### config.mk
export PLATFORM = sky130hd
export DESIGN_NAME = uart_rx_ctrl
export DESIGN_NICKNAME = d
export VERILOG_FILES = /design/src/rtl/uart_rx_pkg.sv /design/src/rtl/uart_rx_edge_bit_cnt.sv /design/src/rtl/uart_rx_ctrl.sv
export SDC_FILE = /design/constraint.sdc
export NUM_CORES = 1
export LEC_CHECK = 0
export ABC_AREA = 1
export BUFFER_PORTS_ARGS = -buffer_cell sky130_fd_sc_hd__clkbuf_2
export CAP_MARGIN = 20
export CORE_MARGIN = 1
export CORE_UTILIZATION = 40
export DETAILED_ROUTE_END_ITERATION = 16
export GPL_TIMING_DRIVEN = 0
export PLACE_DENSITY = 0.62
export SLEW_MARGIN = 30
export SYNTH_ARGS = -nofsm -noshare
export SYNTH_HDL_FRONTEND = slang
export SYNTH_HIERARCHICAL = 1
export SYNTH_SLANG_ARGS = --single-unit
### constraint.sdc
create_clock -name CLK -period 3.05 [get_ports CLK]
set_input_delay 0.4575 -clock CLK [delete_from_list [all_inputs] [get_ports CLK]]
set_output_delay 0.4575 -clock CLK [all_outputs]
set_load 0.02 [all_outputs]
### src/rtl/uart_rx_pkg.sv
// Shared types and constants for the UART receive controller slice.
// Holds the state encoding, legal oversampling ratios and the checker strobe offset.
package uart_rx_pkg;

    typedef enum logic [2:0] {
        IDLE   = 3'd0,
        START  = 3'd1,
        DATA   = 3'd2,
        PARITY = 3'd3,
        STOP   = 3'd4
    } uart_rx_state_t;

    localparam int PRESC_8  = 8;
    localparam int PRESC_16 = 16;
    localparam int PRESC_32 = 32;

    // Checkers fire two oversamples after mid-bit, once the sampler's 3-sample vote has settled.
    localparam int CHK_OFS = 2;

    function automatic logic presc_legal(input int p);
        return (p == PRESC_8) || (p == PRESC_16) || (p == PRESC_32);
    endfunction

endpackage

### src/rtl/uart_rx_edge_bit_cnt.sv
// Oversample edge counter and frame bit counter for the UART receiver.
// Registered, one-cycle update; clear has priority over count enable.
module uart_rx_edge_bit_cnt #(
    parameter int PRESC_W = 6
) (
    input  logic               CLK,
    input  logic               RST,
    input  logic               cnt_en,
    input  logic               cnt_clr,
    input  logic [PRESC_W-1:0] last,
    output logic [PRESC_W-1:0] edge_cnt,
    output logic [3:0]         bit_cnt
);

    always_ff @(posedge CLK or negedge RST) begin
        if (!RST) begin
            edge_cnt <= '0;
            bit_cnt  <= '0;
        end else if (cnt_clr) begin
            edge_cnt <= '0;
            bit_cnt  <= '0;
        end else if (cnt_en) begin
            if (edge_cnt == last) begin
                edge_cnt <= '0;
                bit_cnt  <= bit_cnt + 4'd1;
            end else begin
                edge_cnt <= edge_cnt + PRESC_W'(1);
            end
        end
    end

endmodule

### src/rtl/uart_rx_ctrl.sv
// UART RX sequencing FSM: walks start/data/parity/stop, strobes checkers, flags clean frames.
// data_valid lands 1 + bits*Prescale cycles after the start edge; parity support needs UART_RX_PARITY_EN.
module uart_rx_ctrl
    import uart_rx_pkg::*;
#(
    parameter int DATA_WIDTH = 8,
    parameter int PRESC_W    = 6
) (
    input  logic               CLK,
    input  logic               RST,
    input  logic               RX_IN,
    input  logic               PAR_EN,
    input  logic [PRESC_W-1:0] Prescale,
    input  logic               strt_glitch,
    input  logic               par_err,
    input  logic               stp_err,
    output logic [PRESC_W-1:0] edge_cnt,
    output logic [3:0]         bit_cnt,
    output logic               dat_samp_en,
    output logic               strt_chk_en,
    output logic               par_chk_en,
    output logic               stp_chk_en,
    output logic               deser_en,
    output logic               data_valid
);

    uart_rx_state_t     state, next_state;
    logic [PRESC_W-1:0] half, last;
    logic               at_last, at_chk, start_det;
    logic               cnt_en, cnt_clr;
    logic               par_en_q, frame_err;

    assign half      = Prescale >> 1;
    assign last      = Prescale - PRESC_W'(1);
    assign at_last   = (edge_cnt == last);
    assign at_chk    = (edge_cnt == half + PRESC_W'(CHK_OFS));
    assign start_det = (state == IDLE) && !RX_IN;

    assign cnt_en  = (state != IDLE);
    assign cnt_clr = (state != IDLE) && (next_state == IDLE);

    uart_rx_edge_bit_cnt #(
        .PRESC_W (PRESC_W)
    ) u_cnt (
        .CLK      (CLK),
        .RST      (RST),
        .cnt_en   (cnt_en),
        .cnt_clr  (cnt_clr),
        .last     (last),
        .edge_cnt (edge_cnt),
        .bit_cnt  (bit_cnt)
    );

    always_ff @(posedge CLK or negedge RST) begin
        if (!RST) state <= IDLE;
        else      state <= next_state;
    end

    always_comb begin
        next_state = state;
        case (state)
            IDLE:   if (!RX_IN) next_state = START;
            START:  if (at_last) next_state = strt_glitch ? IDLE : DATA;
            DATA:   if (at_last && bit_cnt == 4'(DATA_WIDTH))
                        next_state = par_en_q ? PARITY : STOP;
            PARITY: if (at_last) next_state = STOP;
            STOP:   if (at_last) next_state = IDLE;
            default: next_state = IDLE;
        endcase
    end

    always_comb begin
        dat_samp_en = (state != IDLE);
        strt_chk_en = 1'b0;
        deser_en    = 1'b0;
        par_chk_en  = 1'b0;
        stp_chk_en  = 1'b0;
        if (at_chk) begin
            case (state)
                START:  strt_chk_en = 1'b1;
                DATA:   deser_en    = 1'b1;
`ifdef UART_RX_PARITY_EN
                PARITY: par_chk_en  = 1'b1;
`endif
                STOP:   stp_chk_en  = 1'b1;
                default: ;
            endcase
        end
    end

`ifdef UART_RX_PARITY_EN
    // Parity mode is frozen at the start edge; a bad parity bit only taints the frame.
    always_ff @(posedge CLK or negedge RST) begin
        if (!RST) begin
            par_en_q  <= 1'b0;
            frame_err <= 1'b0;
        end else if (start_det) begin
            par_en_q  <= PAR_EN;
            frame_err <= 1'b0;
        end else if (state == PARITY && at_last && par_err) begin
            frame_err <= 1'b1;
        end
    end
`else
    logic unused_par;
    assign unused_par = PAR_EN ^ par_err;
    assign par_en_q   = 1'b0;
    assign frame_err  = 1'b0;
`endif

    always_ff @(posedge CLK or negedge RST) begin
        if (!RST) data_valid <= 1'b0;
        else      data_valid <= (state == STOP) && at_last && !stp_err && !frame_err;
    end

    assert property (@(posedge CLK) disable iff (!RST) presc_legal(int'(Prescale)));

endmodule

# [Word-level counts from Yosys, hierarchy flattened]
# Cells that the tools add are included.
[totals] register_bits=14 in_bits=13 elab_cells=45
[classes] n_addsub=4 n_eq_ne=7 n_mux=19 reduce_logical=11
[op_table] operator="6-bit two-way mux" count=3
[op_table] operator="3-bit two-way mux" count=5
[op_table] operator="3-bit case mux with 5 select lines" count=1
[op_table] operator="6-bit equality test" count=2
[op_table] operator="4-bit two-way mux" count=3
[op_table] operator="5-bit by 2-bit adder with 6-bit output (second input constant)" count=1
[op_table] operator="6-bit by 1-bit adder with 6-bit output (second input constant)" count=1
[op_table] operator="3-bit by 2-bit equality test with 1-bit output (second input constant)" count=2
[op_table] operator="3-bit zero test" count=2
[op_table] operator="1-bit two-way mux" count=6
[op_table] operator="6-bit by 1-bit subtractor with 6-bit output (second input constant)" count=1
[op_table] operator="4-bit by 1-bit adder with 4-bit output (second input constant)" count=1
[op_table] operator="4-bit equality test (second input constant)" count=1
[op_table] operator="1-bit logical AND" count=4
[op_table] operator="2-bit nonzero test" count=2
[op_table] operator="3-bit by 1-bit equality test with 1-bit output (second input constant)" count=1
[op_table] operator="3-bit equality test (second input constant)" count=1
[op_table] operator="3-bit nonzero test" count=1
[op_table] operator="2-bit two-way mux" count=1
[op_table] operator="2-bit AND reduction" count=1
[op_table] operator="1-bit zero test" count=1

# [Depth between registers and ports, before layout]
[depth] depth_word=9 mapped_depth=22 mapped_depth_nobuf=22

# [Modules after synthesis]
# The synthesis kept the hierarchy.
[by_module_without_submodules] mod="uart_rx_ctrl" instances=1 cells_each=125 area_per_inst_um2=753.2 seq_area_each_um2=100.1
[by_module_without_submodules] mod="uart_rx_edge_bit_cnt" instances=1 cells_each=98 area_per_inst_um2=673.1 seq_area_each_um2=250.2

# [Worst setup path before layout]
# OpenSTA, ideal clock, no wires.
[synth_timing] kind="input to register" start="input port Prescale[0]" end="register u_cnt.edge_cnt[5]" arrival_ns=2.529 required_ns=2.937 path_slack_ns=0.408 path_stages=20 n_path_buf=0 path_cell_list="clkinv_1 -> ha_1 -> inv_1 -> nand2_2 -> nand2_4 -> nand2_1 -> nand2_1 -> nand2_1 -> nor2_2 -> nand3_4 -> a21oi_1 -> nand3_1 -> nor2_1 -> nor2_2 -> inv_2 -> nand4_1 -> o21ai_0 -> nand2_1 -> nand2_1 -> inv_1"
[synth_via] elab_chain_cells=8 elab_cells_between_ends=14
[synth_lines] item="from (decl)" line_no="uart_rx_ctrl.sv:13" text="input logic [PRESC_W-1:0] Prescale,"
[synth_lines] item="6-bit by 1-bit subtractor with 6-bit output (*)" line_no="uart_rx_ctrl.sv:34" text="assign last = Prescale - PRESC_W'(1);"
[synth_lines] item="net last[2]" line_no="uart_rx_ctrl.sv:28" text="logic [PRESC_W-1:0] half, last;"
[synth_lines] item="6-bit equality test (*)" line_no="uart_rx_ctrl.sv:35" text="assign at_last = (edge_cnt == last);"
[synth_lines] item="1-bit logical AND" line_no="uart_rx_ctrl.sv:64" text="DATA: if (at_last && bit_cnt == 4'(DATA_WIDTH))"
[synth_lines] item="3-bit two-way mux" line_no="uart_rx_ctrl.sv:64"
[synth_lines] item="3-bit case mux with 5 select lines (*)" line_no="uart_rx_ctrl.sv:61" text="case (state)"
[synth_lines] item="3-bit zero test (*)" line_no="uart_rx_ctrl.sv:40" text="assign cnt_clr = (state != IDLE) && (next_state == IDLE);"
[synth_lines] item="1-bit logical AND (*)" line_no="uart_rx_ctrl.sv:40"
[synth_lines] item="net cnt_clr" line_no="uart_rx_ctrl.sv:30" text="logic cnt_en, cnt_clr;"
[synth_lines] item="6-bit two-way mux or 2-bit nonzero test (tied branches)"
[synth_lines] item="to (signal assigned)" line_no="uart_rx_edge_bit_cnt.sv:27" text="edge_cnt <= edge_cnt + PRESC_W'(1);"
[synth_lines] item="to (decl)" line_no="uart_rx_edge_bit_cnt.sv:11" text="output logic [PRESC_W-1:0] edge_cnt,"
# The timed path passes the listed nets; every way through them passes the cells marked *. The select of a mux whose other input is x is not followed.
# A chain may end at the register's enable or synchronous reset.

# [Worst setup path in the final report]
# Same ends and word-level chain as after synthesis.

==> metrics.cfg <==
[synthesis]
syn_inst = 223
ys_top_cells_by_area = sky130_fd_sc_hd__dfrtp_1 (25%), sky130_fd_sc_hd__nand2_1 (17%), sky130_fd_sc_hd__inv_1 (10%)
syn-cell-area_um2 = 1426
seq_area_frac_synth = 0.2456
flip_flop_cell_with_the_highest_count_after_synthesis = sky130_fd_sc_hd__dfrtp_1
syn_nets = 241
yosys.area.top_type_share = 0.2456
synth.distinct_cells = 28
synth_largest_area_cell = sky130_fd_sc_hd__dfrtp_1
postSynthAreaPerCell_um2 = 6.396
synthArstFlopShare = 1.000
yosys_register_bits = 14
synth_enable_flop_cells = 0
synth.yosys.warnings = 6

[die]
floorplan.die_area_um2 = 3809
floorplan.die.height_um = 61.72
io_pins = 29
placeableCoreArea_um2 = 3363
die_x_um = 61.72
initial_utilization = 0.4241
rows = 21

[cells_and_area]
drive_above_1_share = 0.2381
ff_latch_area_um2 = 350.3
post-route-util = 0.4918
filler_cell_count = 372
area_of_the_multi_input_gates_um2 = 907.1
area_delta_synth_final_pct = 15.97
net_total_in_the_final_layout = 271
n_antenna_cell = 0
non_filler_cells_in_the_finished_layout = 298

[worst_setup_path]
timing.rr.start = u_cnt/edge_cnt[0]
slowest_delay_ns = 0.38
path_cells = clkbuf_2 > clkinvlp_4 > ha_2 > inv_1 > nand2_1 > nand4_1 > nor2_2 > nand2_2 > nor2_4 > nand3_1 > nand2_1 > nand3_1 > nor2_2 > nor2_2 > inv_2 > nand4_1 > o21ai_0 > nand2_1 > nand2_1 > inv_1
cell_mode_on_critical_path = sky130_fd_sc_hd__nand2_1
end_kind = flop
setup.worst_path.class = input port to flop
worst_setup_path_start_kind = input port
worst-r2r-setup-slack_ns = 0.59
r2r_end = u_cnt/edge_cnt[5]
timing.critical_path.arrival_ns = 2.90
critical_path_required_ns = 3.24
cp_slowest_cell = sky130_fd_sc_hd__ha_2
r2r.worst_path.cells = 17
cp_max_fo = 10

[power_and_ir_drop]
power.sequential.fraction = 0.308
standby_leakage_power_nw = 0.9247
pwr-share-clk = 0.112
cellPowerDensity_nw_per_um2 = 721.1
power_share_of_the_combinational_group = 0.580
total_switching_power_w = 0.0006241
power.share.switching = 0.5232
power.ir.vdd_worst_uv = 427.1
intPower_w = 0.0005687
total_power_w = 0.001193

[drt]
initialDrtViolationCount = 53
detail_route_antenna_nets = 0
routed_wire_length_per_instance_um = 9.859
detail_route.first_pass.iterations = 4
drt_wirelength_mm = 2.938
dr_vias = 1375
routed_via_density = 4.614
post-route-drc-count = 0

[sta]
fmax_mhz = 369.1
maxSlewViolCount = 0
final_hold_viol_count = 0
final_period_minus_worst_setup_slack_ns = 2.709
setup_violations = 0
rsz0062_at_grt = false
post-route-worst-setup-slack_ns = 0.3409
fin_skew_ns = 0.003719
layout_worst_path_cycle_share = 0.8882

[cts]
clk_path_buf_depth = 2
cts.sinks = 14
clock_pin_slew_worst_setup_and_hold_paths_ns = 0.09
ctsHtreeMaxLevel = 1
clock_tree_from_tritoncts = yes
cts_inserted_buffers = 3
cts.hold.buffers_added = 0
cts.repair_timing.setup_buffer_count = 0
ctsResizeCount = 0
cts_root_buffer = sky130_fd_sc_hd__clkbuf_4
clock_insertion_delay_worst_skew_ns = 0.28

[global_route]
grt_start_max_net_pins = 15
grt_antenna_before_repair = 0
grt_pass1_wl_mm = 4.754
global_route.overflow_total = 0
grt_util_all_layers = 0.1673
grt_pass1_vias = 1097

[place]
pre_cts_ws_ns = -0.1666
place_hpwl_mm = 2.329
io_buffers = 25
gp_weighted_congestion = 0.7720
place.detailed.instances = 294

[min_path]
hold_path.class = input port to asynchronous set/reset pin

[job]
cap_viol_max_count = 0

[run_status]
outcome = finished clean

[layout make-up]
class	count	share of cell area
Sequential cell	14	0.2118
Tap cell	46	0.03480
Timing Repair Buffer	25	0.07564
Clock buffer	4	0.02194
Multi-Input combinational cell	164	0.5484
Inverter	43	0.09985
Buffer	2	0.007564
[Yosys cell counts (5+ instances only)]
cell	count
sky130_fd_sc_hd__a21oi_1	7
sky130_fd_sc_hd__dfrtp_1	14
sky130_fd_sc_hd__ha_1	5
sky130_fd_sc_hd__inv_1	38
sky130_fd_sc_hd__nand2_1	63
sky130_fd_sc_hd__nand2_4	5
sky130_fd_sc_hd__nand3_1	21
sky130_fd_sc_hd__nand4_1	5
sky130_fd_sc_hd__nor2_1	15
sky130_fd_sc_hd__nor2_2	6
sky130_fd_sc_hd__nor3_1	5
sky130_fd_sc_hd__xor2_1	7
[per-layer routing]
layer  up-vias  routed length [µm]  global-route usage  share of wire
li1        749                   -                   -              -
met1       608                1535              0.2437           0.52
met2        18                1314              0.2611           0.45
met3         0                  87             0.04348          0.030
met4         0                   0            0.009524              0
met5         -                   0                   0              0
[stage by stage]
step / hold slack, ns / area (µm²) / setup TNS (ns)
CTS: 0.06927 / 1645 / 0
global placement: 0.3810 / 1609 / -0.1911
detailed placement: 0.3818 / 1609 / -0.4966
floorplan: 0.1619 / 1426 / 0
finish: 0.06376 / 1654 / 0
global route: 0.08161 / 1654 / 0
[power by group through the flow]
stage                     clock (W)  sequential (W)  combinational, W
final                      0.000134        0.000368          0.000692
after CTS                  0.000139        0.000370          0.000690
after floorplan                   0        0.000405          0.000476
after detailed placement          0        0.000374          0.000687
after global routing       0.000147        0.000383          0.000791
after global placement            0        0.000374          0.000678
[layout by cell type (no fill, tap or decap), drive strengths merged, types with 2 or more instances in the layout]
cell type and n:
nand2 72, inv 42, clkbuf 29, nand3 26
nor2 23, dfrtp 14, a21oi 7, xor2 7
nand4 5, nor3 5, ha 5, o21ai 4
xnor2 3, nor4 2, buf 2
[sequential cells by signal, summed over array words and instances (netlist names)]
signal	count
state	3
u_cnt/bit_cnt	4
data_valid	1
u_cnt/edge_cnt	6
[worst max-delay path: cells and delay by family]
| family | cells | cell delay, ns |
|---|---|---|
| adder cells (fa/ha/maj) | 1 | 0.38 |
| AND/OR/NAND/NOR | 13 | 1.37 |
| buffers and inverters | 5 | 0.50 |
| AO/OA/AOI/OAI | 1 | 0.18 |
[logic make-up (layout without fill, tap and decap cells)]
| kind of cell | after synthesis | count (layout) | synth area share |
|---|---|---|---|
| buffers and inverters | 45 | 74 | 0.1219 |
| other | 1 | 1 | 0.002629 |
| adders and majority gates | 5 | 5 | 0.04386 |
| DFF | 14 | 14 | 0.2456 |
| and+or+nand+nor | 136 | 136 | 0.4816 |
| AOI/OAI and AO/OA | 12 | 12 | 0.04298 |
| xor gates and xnor gates | 10 | 10 | 0.06141 |
[worst max-delay path by stage]
| stage | slack, ns | cells after the start | startpoint | end |
|---|---|---|---|---|
| 5_1_grt | 0.04 | 19 | Prescale[0] | u_cnt/edge_cnt[4] |
| 3_3_place_gp | -0.11 | 21 | Prescale[0] | u_cnt/edge_cnt[5] |
| 2_1_floorplan | 0.41 | 20 | Prescale[0] | u_cnt/edge_cnt[5] |
| 6_report | 0.34 | 20 | Prescale[0] | u_cnt/edge_cnt[5] |
| 4_1_cts | 0.14 | 21 | Prescale[0] | u_cnt/edge_cnt[5] |
| 3_5_place_dp | -0.17 | 21 | Prescale[0] | u_cnt/edge_cnt[5] |
Note: power is estimated with default switching activity, not from simulation.
